--- config.mk ---
export PLATFORM = sky130hd
export DESIGN_NAME = midori64_masked_ctrl_flat
export DESIGN_NICKNAME = d
export VERILOG_FILES = /design/src/rtl/midori64_masked_ctrl_if.sv /design/src/rtl/midori64_masked_ctrl.sv /design/src/flat_wrapper.sv
export SDC_FILE = /design/constraint.sdc
export NUM_CORES = 2
export LEC_CHECK = 0
export CAP_MARGIN = 40
export CORE_AREA = 2 2 601 603
export DETAILED_ROUTE_END_ITERATION = 12
export DIE_AREA = 0 0 603 605
export HOLD_SLACK_MARGIN = 0.02
export PLACE_DENSITY = 0.34
export SLEW_MARGIN = 20
export SYNTH_ARGS = -nofsm -noshare
export SYNTH_HDL_FRONTEND = slang
export SYNTH_SLANG_ARGS = --single-unit
--- constraint.sdc ---
create_clock -name clk -period 80.4 [get_ports clk]
set_input_delay 12.06 -clock clk [delete_from_list [all_inputs] [get_ports clk]]
set_output_delay 12.06 -clock clk [all_outputs]
set_load 0.05 [all_outputs]
--- src/rtl/midori64_masked_ctrl_if.sv ---
// Bundle of every bus around the masked Midori64 sequencer: the block request
// from the share-generating front end, the drive/return buses of the core and
// the result handshake.
//   slave  : the sequencer's view (midori64_masked_ctrl)
//   master : the environment's view (front end, core, result consumer)
// Each share index has its own signal; nothing here combines shares.
interface midori64_masked_ctrl_if;
    logic         in_valid;
    logic         in_ready;
    logic [63:0]  in_share1;
    logic [63:0]  in_share2;
    logic [63:0]  in_share3;
    logic [127:0] key_share1;
    logic [127:0] key_share2;
    logic [127:0] key_share3;

    logic         core_reset;
    logic [63:0]  core_in1;
    logic [63:0]  core_in2;
    logic [63:0]  core_in3;
    logic [127:0] core_key1;
    logic [127:0] core_key2;
    logic [127:0] core_key3;
    logic [63:0]  core_out1;
    logic [63:0]  core_out2;
    logic [63:0]  core_out3;
    logic         core_done;

    logic         out_valid;
    logic         out_ready;
    logic [63:0]  out_share1;
    logic [63:0]  out_share2;
    logic [63:0]  out_share3;

    logic         busy;
    logic         timeout_err;

    modport slave (
        input  in_valid, in_share1, in_share2, in_share3,
               key_share1, key_share2, key_share3,
               core_out1, core_out2, core_out3, core_done, out_ready,
        output in_ready, core_reset, core_in1, core_in2, core_in3,
               core_key1, core_key2, core_key3,
               out_valid, out_share1, out_share2, out_share3,
               busy, timeout_err
    );

    modport master (
        output in_valid, in_share1, in_share2, in_share3,
               key_share1, key_share2, key_share3,
               core_out1, core_out2, core_out3, core_done, out_ready,
        input  in_ready, core_reset, core_in1, core_in2, core_in3,
               core_key1, core_key2, core_key3,
               out_valid, out_share1, out_share2, out_share3,
               busy, timeout_err
    );
endinterface

--- src/rtl/midori64_masked_ctrl.sv ---
// Sequencer for a three-share masked Midori64 core. Accepts one block, loads
// the shares into the core while it is held in reset, releases it, waits for
// the rising edge of done, samples the output shares CAPTURE_OFFSET cycles
// later and offers them on the result handshake. A watchdog aborts a run
// whose done never rises.
// Ports:
//   clk   : single clock, rising edge
//   reset : asynchronous, active high
//   bus   : midori64_masked_ctrl_if.slave (request, core and result buses)
//
//   state  | meaning
//   IDLE   | in_ready=1, core held in reset, waiting for a block
//   LOAD   | core in reset with new shares applied, LOAD_CYCLES cycles
//   RUN    | core released, watching for done rise, watchdog counting
//   WAIT   | done seen, counting CAPTURE_OFFSET cycles to the sample point
//   OUT    | core in reset, result shares held until out_ready
module midori64_masked_ctrl #(
    parameter int LOAD_CYCLES    = 2,
    parameter int CAPTURE_OFFSET = 1,
    parameter int MAX_CYCLES     = 64
) (
    input  logic                  clk,
    input  logic                  reset,
    midori64_masked_ctrl_if.slave bus
);
    localparam int LOAD_W = $clog2(LOAD_CYCLES + 1);
    localparam int WD_W   = $clog2(MAX_CYCLES + 1);
    localparam int OFF_W  = 2;
    localparam logic [LOAD_W-1:0] LOAD_LAST = LOAD_W'(LOAD_CYCLES - 1);
    localparam logic [WD_W-1:0]   WD_LAST   = WD_W'(MAX_CYCLES - 1);
    // Unused when CAPTURE_OFFSET is 0 because WAIT is never entered.
    localparam logic [OFF_W-1:0]  OFF_LAST  = OFF_W'(CAPTURE_OFFSET - 1);

    typedef enum logic [2:0] {
        S_IDLE,
        S_LOAD,
        S_RUN,
        S_WAIT,
        S_OUT
    } state_t;

    state_t              state_q, state_d;
    logic [LOAD_W-1:0]   load_cnt_q, load_cnt_d;
    logic [WD_W-1:0]     wd_cnt_q, wd_cnt_d;
    logic [OFF_W-1:0]    off_cnt_q, off_cnt_d;
    logic                done_q, done_d;
    logic                timeout_q, timeout_d;

    logic [63:0]         core_in1_q, core_in1_d;
    logic [63:0]         core_in2_q, core_in2_d;
    logic [63:0]         core_in3_q, core_in3_d;
    logic [127:0]        core_key1_q, core_key1_d;
    logic [127:0]        core_key2_q, core_key2_d;
    logic [127:0]        core_key3_q, core_key3_d;
    logic [63:0]         out_share1_q, out_share1_d;
    logic [63:0]         out_share2_q, out_share2_d;
    logic [63:0]         out_share3_q, out_share3_d;

    logic                done_rise;
    logic                capture;
    logic                clear_core;
    logic                clear_out;

    // done_q follows core_done in every state, so a level already high when
    // RUN is entered is not mistaken for a rise.
    assign done_rise = bus.core_done & ~done_q;

    always_comb begin
        state_d      = state_q;
        load_cnt_d   = load_cnt_q;
        wd_cnt_d     = wd_cnt_q;
        off_cnt_d    = off_cnt_q;
        done_d       = bus.core_done;
        timeout_d    = 1'b0;
        core_in1_d   = core_in1_q;
        core_in2_d   = core_in2_q;
        core_in3_d   = core_in3_q;
        core_key1_d  = core_key1_q;
        core_key2_d  = core_key2_q;
        core_key3_d  = core_key3_q;
        out_share1_d = out_share1_q;
        out_share2_d = out_share2_q;
        out_share3_d = out_share3_q;
        capture      = 1'b0;
        clear_core   = 1'b0;
        clear_out    = 1'b0;

        case (state_q)
            S_IDLE: begin
                // Loading the drive registers on the accept edge means the
                // first LOAD cycle already presents the new shares.
                if (bus.in_valid) begin
                    core_in1_d  = bus.in_share1;
                    core_in2_d  = bus.in_share2;
                    core_in3_d  = bus.in_share3;
                    core_key1_d = bus.key_share1;
                    core_key2_d = bus.key_share2;
                    core_key3_d = bus.key_share3;
                    load_cnt_d  = '0;
                    state_d     = S_LOAD;
                end
            end
            S_LOAD: begin
                if (load_cnt_q == LOAD_LAST) begin
                    load_cnt_d = '0;
                    wd_cnt_d   = '0;
                    state_d    = S_RUN;
                end else begin
                    load_cnt_d = load_cnt_q + 1'b1;
                end
            end
            S_RUN: begin
                wd_cnt_d = wd_cnt_q + 1'b1;
                // A rise in the watchdog's last cycle still counts.
                if (done_rise) begin
                    if (CAPTURE_OFFSET == 0) begin
                        capture = 1'b1;
                        state_d = S_OUT;
                    end else begin
                        off_cnt_d = '0;
                        state_d   = S_WAIT;
                    end
                end else if (wd_cnt_q == WD_LAST) begin
                    timeout_d  = 1'b1;
                    clear_core = 1'b1;
                    state_d    = S_IDLE;
                end
            end
            S_WAIT: begin
                if (off_cnt_q == OFF_LAST) begin
                    capture   = 1'b1;
                    off_cnt_d = '0;
                    state_d   = S_OUT;
                end else begin
                    off_cnt_d = off_cnt_q + 1'b1;
                end
            end
            S_OUT: begin
                if (bus.out_ready) begin
                    clear_core = 1'b1;
                    clear_out  = 1'b1;
                    state_d    = S_IDLE;
                end
            end
            default: state_d = S_IDLE;
        endcase

        if (capture) begin
            out_share1_d = bus.core_out1;
            out_share2_d = bus.core_out2;
            out_share3_d = bus.core_out3;
        end
        // Wipe shares on the way back to IDLE so nothing of a finished block
        // survives into the next one.
        if (clear_core) begin
            core_in1_d  = '0;
            core_in2_d  = '0;
            core_in3_d  = '0;
            core_key1_d = '0;
            core_key2_d = '0;
            core_key3_d = '0;
        end
        if (clear_out) begin
            out_share1_d = '0;
            out_share2_d = '0;
            out_share3_d = '0;
        end
    end

    always_ff @(posedge clk or posedge reset) begin
        if (reset) begin
            state_q      <= S_IDLE;
            load_cnt_q   <= '0;
            wd_cnt_q     <= '0;
            off_cnt_q    <= '0;
            done_q       <= 1'b0;
            timeout_q    <= 1'b0;
            core_in1_q   <= '0;
            core_in2_q   <= '0;
            core_in3_q   <= '0;
            core_key1_q  <= '0;
            core_key2_q  <= '0;
            core_key3_q  <= '0;
            out_share1_q <= '0;
            out_share2_q <= '0;
            out_share3_q <= '0;
        end else begin
            state_q      <= state_d;
            load_cnt_q   <= load_cnt_d;
            wd_cnt_q     <= wd_cnt_d;
            off_cnt_q    <= off_cnt_d;
            done_q       <= done_d;
            timeout_q    <= timeout_d;
            core_in1_q   <= core_in1_d;
            core_in2_q   <= core_in2_d;
            core_in3_q   <= core_in3_d;
            core_key1_q  <= core_key1_d;
            core_key2_q  <= core_key2_d;
            core_key3_q  <= core_key3_d;
            out_share1_q <= out_share1_d;
            out_share2_q <= out_share2_d;
            out_share3_q <= out_share3_d;
        end
    end

    // core_reset is a state decode so an asynchronous reset forces it high
    // without waiting for a clock.
    assign bus.in_ready    = (state_q == S_IDLE);
    assign bus.core_reset  = !((state_q == S_RUN) || (state_q == S_WAIT));
    assign bus.out_valid   = (state_q == S_OUT);
    assign bus.busy        = (state_q != S_IDLE);
    assign bus.timeout_err = timeout_q;

    assign bus.core_in1    = core_in1_q;
    assign bus.core_in2    = core_in2_q;
    assign bus.core_in3    = core_in3_q;
    assign bus.core_key1   = core_key1_q;
    assign bus.core_key2   = core_key2_q;
    assign bus.core_key3   = core_key3_q;
    assign bus.out_share1  = out_share1_q;
    assign bus.out_share2  = out_share2_q;
    assign bus.out_share3  = out_share3_q;
endmodule

--- src/flat_wrapper.sv ---
// flat-port wrapper written by rule: the top's interface ports become plain ports
module midori64_masked_ctrl_flat 
#(
    parameter int LOAD_CYCLES    = 2,
    parameter int CAPTURE_OFFSET = 1,
    parameter int MAX_CYCLES     = 64
)
  (clk, reset, bus_in_valid, bus_in_share1, bus_in_share2, bus_in_share3, bus_key_share1, bus_key_share2, bus_key_share3, bus_core_out1, bus_core_out2, bus_core_out3, bus_core_done, bus_out_ready, bus_in_ready, bus_core_reset, bus_core_in1, bus_core_in2, bus_core_in3, bus_core_key1, bus_core_key2, bus_core_key3, bus_out_valid, bus_out_share1, bus_out_share2, bus_out_share3, bus_busy, bus_timeout_err);
  midori64_masked_ctrl_if bus_i ();
  input  logic clk;
  input  logic reset;
  input wire logic [$bits(bus_i.in_valid)-1:0] bus_in_valid;
  input wire logic [$bits(bus_i.in_share1)-1:0] bus_in_share1;
  input wire logic [$bits(bus_i.in_share2)-1:0] bus_in_share2;
  input wire logic [$bits(bus_i.in_share3)-1:0] bus_in_share3;
  input wire logic [$bits(bus_i.key_share1)-1:0] bus_key_share1;
  input wire logic [$bits(bus_i.key_share2)-1:0] bus_key_share2;
  input wire logic [$bits(bus_i.key_share3)-1:0] bus_key_share3;
  input wire logic [$bits(bus_i.core_out1)-1:0] bus_core_out1;
  input wire logic [$bits(bus_i.core_out2)-1:0] bus_core_out2;
  input wire logic [$bits(bus_i.core_out3)-1:0] bus_core_out3;
  input wire logic [$bits(bus_i.core_done)-1:0] bus_core_done;
  input wire logic [$bits(bus_i.out_ready)-1:0] bus_out_ready;
  output wire logic [$bits(bus_i.in_ready)-1:0] bus_in_ready;
  output wire logic [$bits(bus_i.core_reset)-1:0] bus_core_reset;
  output wire logic [$bits(bus_i.core_in1)-1:0] bus_core_in1;
  output wire logic [$bits(bus_i.core_in2)-1:0] bus_core_in2;
  output wire logic [$bits(bus_i.core_in3)-1:0] bus_core_in3;
  output wire logic [$bits(bus_i.core_key1)-1:0] bus_core_key1;
  output wire logic [$bits(bus_i.core_key2)-1:0] bus_core_key2;
  output wire logic [$bits(bus_i.core_key3)-1:0] bus_core_key3;
  output wire logic [$bits(bus_i.out_valid)-1:0] bus_out_valid;
  output wire logic [$bits(bus_i.out_share1)-1:0] bus_out_share1;
  output wire logic [$bits(bus_i.out_share2)-1:0] bus_out_share2;
  output wire logic [$bits(bus_i.out_share3)-1:0] bus_out_share3;
  output wire logic [$bits(bus_i.busy)-1:0] bus_busy;
  output wire logic [$bits(bus_i.timeout_err)-1:0] bus_timeout_err;
  assign bus_i.in_valid = bus_in_valid;
  assign bus_i.in_share1 = bus_in_share1;
  assign bus_i.in_share2 = bus_in_share2;
  assign bus_i.in_share3 = bus_in_share3;
  assign bus_i.key_share1 = bus_key_share1;
  assign bus_i.key_share2 = bus_key_share2;
  assign bus_i.key_share3 = bus_key_share3;
  assign bus_i.core_out1 = bus_core_out1;
  assign bus_i.core_out2 = bus_core_out2;
  assign bus_i.core_out3 = bus_core_out3;
  assign bus_i.core_done = bus_core_done;
  assign bus_i.out_ready = bus_out_ready;
  assign bus_in_ready = bus_i.in_ready;
  assign bus_core_reset = bus_i.core_reset;
  assign bus_core_in1 = bus_i.core_in1;
  assign bus_core_in2 = bus_i.core_in2;
  assign bus_core_in3 = bus_i.core_in3;
  assign bus_core_key1 = bus_i.core_key1;
  assign bus_core_key2 = bus_i.core_key2;
  assign bus_core_key3 = bus_i.core_key3;
  assign bus_out_valid = bus_i.out_valid;
  assign bus_out_share1 = bus_i.out_share1;
  assign bus_out_share2 = bus_i.out_share2;
  assign bus_out_share3 = bus_i.out_share3;
  assign bus_busy = bus_i.busy;
  assign bus_timeout_err = bus_i.timeout_err;
  midori64_masked_ctrl #(.LOAD_CYCLES(LOAD_CYCLES), .CAPTURE_OFFSET(CAPTURE_OFFSET), .MAX_CYCLES(MAX_CYCLES)) u_core (.clk(clk), .reset(reset), .bus(bus_i));
endmodule
## After elaboration in Yosys (flattened, before gate mapping)

Index checks and enable logic that the tools add are counted.

- $add $sub $neg: 3
- Reductions and logical operators: 16
- Bitwise logic cells: 2
- Equality and inequality tests: 12
- Multiplexer cells: 47

Operator list:

| cell | count |
|---|---|
| 128-bit two-way mux | 9 |
| 64-bit two-way mux | 15 |
| 3-bit two-way mux | 6 |
| 3-bit case mux with 5 select lines | 1 |
| 7-bit case mux with 2 select lines | 1 |
| 2-bit nonzero test | 6 |
| 2-bit two-way mux | 4 |
| 2-bit case mux with 2 select lines | 2 |
| 2-bit AND reduction | 4 |
| 7-bit by 1-bit adder with 7-bit output, second input constant | 1 |
| 7-bit by 6-bit equality test with 1-bit output, second input constant | 1 |
| 1-bit two-way mux | 7 |
| 7-bit two-way mux | 1 |
| 3-bit by 2-bit equality test with 1-bit output, second input constant | 2 |
| 2-bit by 1-bit != test with 1-bit output, second input constant | 3 |
| 5-bit AND reduction | 1 |
| 2-bit by 1-bit adder with 2-bit output, second input constant | 2 |
| 2-bit != test, second input constant | 2 |
| 3-bit by 1-bit equality test with 1-bit output, second input constant | 1 |
| 3-bit equality test, second input constant | 1 |
| 3-bit zero test | 1 |
| 3-bit by 1-bit != test with 1-bit output, second input constant | 1 |
| 3-bit nonzero test | 1 |
| 2-bit by 1-bit equality test with 1-bit output, second input constant | 1 |
| other kinds (6) | 6 |

- Bits in registers: 784
- Output and inout port bits: 773
- Word-level logic and storage cells: 95
- Input bits: 773

## Longest topological paths before layout

- Depth after elaboration: 6
- Gate-level depth with buffers: 8
- Mapped depth without buffers: 5

## Worst setup path before layout

OpenSTA, ideal clock, no wires.

- Kind: register -> output
- Start point: register u_core.state_q[0]
- End point: output port bus_busy
- Setup slack: 65894 ps
- Data required time: 68340 ps
- Data arrival time: 2446 ps
- Path buffers: 2
- Cell stages (with the launch flop): 5
- Cells stage by stage: dfrtp_1 > buf_2 > buf_1 > nor3_1 > inv_1

- Cells in the longest elaborated chain, start to end: 1

Ends and longest elaborated chain:

| what | line | text |
|---|---|---|
| from (decl) | midori64_masked_ctrl.sv:42 | `state_t state_q, state_d;` |
| from (signal assigned) | midori64_masked_ctrl.sv:188 | `state_q <= state_d;` |
| 3-bit nonzero test | midori64_masked_ctrl.sv:211 | `assign bus.busy = (state_q != S_IDLE);` |
| to (decl) | flat_wrapper.sv:36 | `output wire logic [$bits(bus_i.busy)-1:0] bus_busy;` |

Every way passes these cells.

## Worst setup path in the final report

- Start point: input port bus_out_ready
- End point: register u_core.core_in2_q[19], in the netlist u_core.bus.core_in2[19]

- Cells in the longest elaborated chain, start to end: 4
- Elaborated cells between the ends (all ways): 6
- Classes of those cells: mux (3); reduce/logical (3)

Ends and longest elaborated chain:

| what | line | text |
|---|---|---|
| from (decl) | flat_wrapper.sv:23 | `input wire logic [$bits(bus_i.out_ready)-1:0] bus_out_ready;` |
| 1-bit two-way mux (*) | midori64_masked_ctrl.sv:139 | `if (bus.out_ready) begin` |
| 1-bit case mux with 2 select lines (*) | midori64_masked_ctrl.sv:88 | `case (state_q)` |
| 2-bit nonzero test (no source line) | n/a |  |
| 2-bit AND reduction (no source line) | n/a |  |
| to (signal assigned) | midori64_masked_ctrl.sv:195 | `core_in2_q <= core_in2_d;` |
| to (decl) | midori64_masked_ctrl.sv:50 | `logic [63:0] core_in2_q, core_in2_d;` |

Every way passes the cells marked *; elsewhere a longest branch is shown, timed or not.
A chain may end at the register's enable or synchronous reset.

==> metrics.md <==
| Metric | Value |
|---|---|
| Max Fclk | `64.36 MHz` |
| Hold path depth | `1` |
| Clk_skew | `56.47 ps` |
| Power per cell area | `49.84 nW/um^2` |
| Ys flop type | `dfrtp_1` |
| Max_cap viols | `0` |
| Required time worst endpoint | `81070 ps` |
| Initial antenna violation count | `174` |
| First-pass GRT wire length | `352500 um` |
| CP max stage delay | `720 ps` |
| Met2 Usage GRT | `25.29%` |
| Number of gates resized after cts | `0` |
| Met1 usage in global routing | `16.78%` |
| Leak | `23.52 nW` |
| Logic pwr share | `56.7%` |
| CTS Sinks | `784` |
| Status | `finished, final reports clean` |
| TritonCTS clock tree | `yes` |
| Core Region | `358100 sq um` |
| R2R Path Start | `u_core.state_q[1]$_DFFE_PP0P_` |
| Clock Tree Root | `clkbuf_16` |
| DR iter-0 viols | `2308` |
| Sequential share of power | `24.3%` |
| Top cell by count, worst path | `buf_4` |
| Yosys reg bits | `784` |
| Die ar. | `364800 sq um` |
| Share of the yosys chip area belonging to registers | `63.50%` |
| Ys async rst share | `100.0%` |
| DRT antenna net count | `0` |
| Reg2reg end | `u_core.bus.core_in2[19]$_DFFE_PP0P_` |
| GRT Overall Usage | `14.57%` |
| Port Buf Inserts | `1545` |
| Synth area leader | `dfrtp_1` |
| Synth Instances | `3423` |
| Skew-Pair Late Insertion Delay | `850 ps` |
| Hold Startpoint | `u_core.wd_cnt_q[6]$_DFFE_PP0P_` |
| Via count | `32121` |
| CTS Buf Count | `117` |
| Critical Path End Type | `flop` |
| Top cells by area, synth | `dfrtp_1 (63%), nand2_1 (19%), a21oi_1 (9.3%)` |
| Area Overhead vs Synth | `85.71%` |
| Total chip power | `2.860 mW` |
| Syn Area/Cell | `9.026 sq um` |
| Setup bufs post-CTS | `0` |
| CTS hold repair buffers | `0` |
| Met3 usage | `5.082%` |
| Sw frac | `51.35%` |
| Clk buf depth | `4` |
| Yosys top cell area share | `63.50%` |
| VDD IR-drop max | `26.79 uV` |
| Die height | `605 um` |
| Post-DP HPWL | `229700 um` |
| Residual DRC count | `0` |
| Slew @ Worst Pin | `967.5 ps` |
| Unique masters post-synth | `36` |
| Rel. slew slack | `35.50%` |
| R2r worst-path depth | `8` |
| IO Count | `1546` |
| Setup slack, reg-to-reg | `75440 ps` |
| Critical Path Fanout Max | `145` |
| Fin. Hold Viols | `0` |
| Number of synthesized flops with an enable pin | `0` |
| Mapped Nets | `4199` |
| WL per Instance | `28.03 um` |
| Net Switching | `1.469 mW` |
| Final Slew Violations | `0` |
| Layout net count | `5729` |
| Syn Std Cell Area | `30900 sq um` |
| Setup TNS | `0 ps` |
| WS Path Type | `in -> reg` |
| Largest net degree at the start of global routing | `146` |
| Total grt overflow | `0` |
| Crit path buf inv count | `6` |
| Critical-path top delay cell | `buf_4` |
| Final GP Congestion | `0.8855` |
| Worst Setup Start Kind | `input port` |
| Worst Path Arrival | `16210 ps` |
| Clock share of power | `19.0%` |
| Share of post-route cells with drive strength above 1 | `6.560%` |
| DRT Pass-1 Iters | `7` |
| Clk slew on worst S/H paths | `60 ps` |
| Routed vias/inst | `3.263` |
| Synth Warn # | `0` |
| Vias in the first global route | `33009` |
| Top delay family on crit path | `buffers and inverters` |
| CP Cell Sequence | `clkdlybuf4s50_1 > nand4bb_4 > buf_4 > o41ai_2 > buf_12 > buf_4 > buf_4 > buf_4 > a21oi_1` |
| Period utilisation layout | `19.33%` |
| RSZ-0062 raised after global routing | `no` |
| DRT Wirelength | `275900 um` |
| Top cell types by occurrence after synthesis | `nand2_1 (1542), dfrtp_1 (784), a21oi_1 (576), nand3_1 (198)` |
| Min Clock Period, post-route | `15540 ps` |
| Most common cell in the netlist | `nand2_1` |
| Starting Density | `8.628%` |
| H-tree depth | `3` |
| Final setup vio count | `0` |
| Most used routing layer | `met2` |
| Pint | `1.391 mW` |
| Die extent in x | `603 um` |
| Row count | `220` |
| Worst Hold End | `u_core.wd_cnt_q[6]$_DFFE_PP0P_` |
| Hold WC Path Type | `reg -> reg` |
## sequential cells by signal, summed over array words and instances (netlist names)
signal and flops:
u_core.load_cnt_q 2, u_core.off_cnt_q 2, u_core.state_q 3, u_core.bus.core_in1 64
u_core.bus.core_key3 128, u_core.wd_cnt_q 7, u_core.bus.out_share3 64, u_core.bus.core_in2 64
u_core.bus.core_key2 128, u_core.bus.timeout_err 1, u_core.bus.core_key1 128, u_core.done_q 1
u_core.bus.out_share2 64, u_core.bus.core_in3 64, u_core.bus.out_share1 64
## through the flow
| step | area, sq um | cells | hold slack [ps] | worst slack, ps | utilization [%] |
|---|---|---|---|---|---|
| floorplan | 30900 | 3423 | 433.2 | 46330 | - |
| global placement | 51590 | 9524 | 462.9 | 63780 | 14.41 |
| detailed placement | 53080 | 9595 | 475.6 | 63730 | 14.82 |
| CTS | 57010 | 9807 | 485.9 | 64680 | 15.92 |
| global route | 57350 | 9832 | 516.9 | 64660 | 16.01 |
| finish | 57380 | 9844 | 494.3 | 64860 | 16.02 |
## cell usage in the layout (no fill, tap or decap), drive strengths merged, types with 13 or more instances in the layout
cell type,count
clkdlybuf4s50,1544
nand2,1542
dfrtp,784
a21oi,576
nand3,198
clkbuf,153
buf,130
clkinv,34
diode,25
inv,15
bufinv,13
## power groups by stage
stage | Sequential (mW) | Combinational (mW) | Clock, mW
CTS | 0.701 | 1.65 | 0.567
floorplan | 1.26 | 0.294 | 0
global placement | 0.702 | 1.58 | 0
global route | 0.718 | 1.70 | 0.580
finish | 0.695 | 1.62 | 0.544
detailed placement | 0.705 | 1.65 | 0
## layout make-up
| type | count | area [sq um] |
|---|---|---|
| repair buffers | 1674 | 17650 |
| flip-flops and latches | 784 | 19620 |
| well taps | 4773 | 5972 |
| clock buffers | 153 | 3254 |
| fillers | 40328 | 300700 |
| multi-input cells | 2368 | 10110 |
| diodes | 25 | 62.56 |
| clock inverters | 59 | 678.2 |
| inverters | 8 | 37.54 |
## worst reg2reg max path: cells and delay by family (launching register included)
family / cells / cell delay [ps]
buffers and inverters: 5 / 3070
flip-flops: 1 / 520
AO/OA/AOI/OAI: 2 / 660
AND/OR/NAND/NOR: 1 / 530
## worst max-delay path by stage
stage                        startpoint                                    to  depth (start not counted)
after global placement     bus_in_valid  u_core.bus.core_key1[37]$_DFFE_PP0P_                          9
after CTS                  bus_in_valid   u_core.bus.core_key1[9]$_DFFE_PP0P_                          9
after detailed placement   bus_in_valid   u_core.bus.core_key1[9]$_DFFE_PP0P_                          9
final                     bus_out_ready   u_core.bus.core_in2[19]$_DFFE_PP0P_                          9
after global routing      bus_out_ready   u_core.bus.core_in2[39]$_DFFE_PP0P_                          9
after floorplan                   reset    u_core.bus.core_in1[0]$_DFFE_PP0P_                          1
## per-layer routing
layer,routed length [um],vias up
li1,-,14142
met1,105400,16069
met2,137100,1414
met3,24720,430
met4,8388,66
met5,394,-
## logic make-up (layout without fill, tap and decap cells)
kind of cell / after synthesis / in the layout / share of synthesized area, %
multiplexers: 2 / 2 / 0.1053
flip-flops: 784 / 784 / 63.50
other: 0 / 25 / 0
adder cells (fa/ha/maj): 3 / 3 / 0.1215
AO/OA/AOI/OAI: 600 / 600 / 9.881
AND/OR/NAND/NOR: 1763 / 1763 / 22.49
buffers and inverters: 271 / 1894 / 3.908
Power figures use the tool's default switching activity.
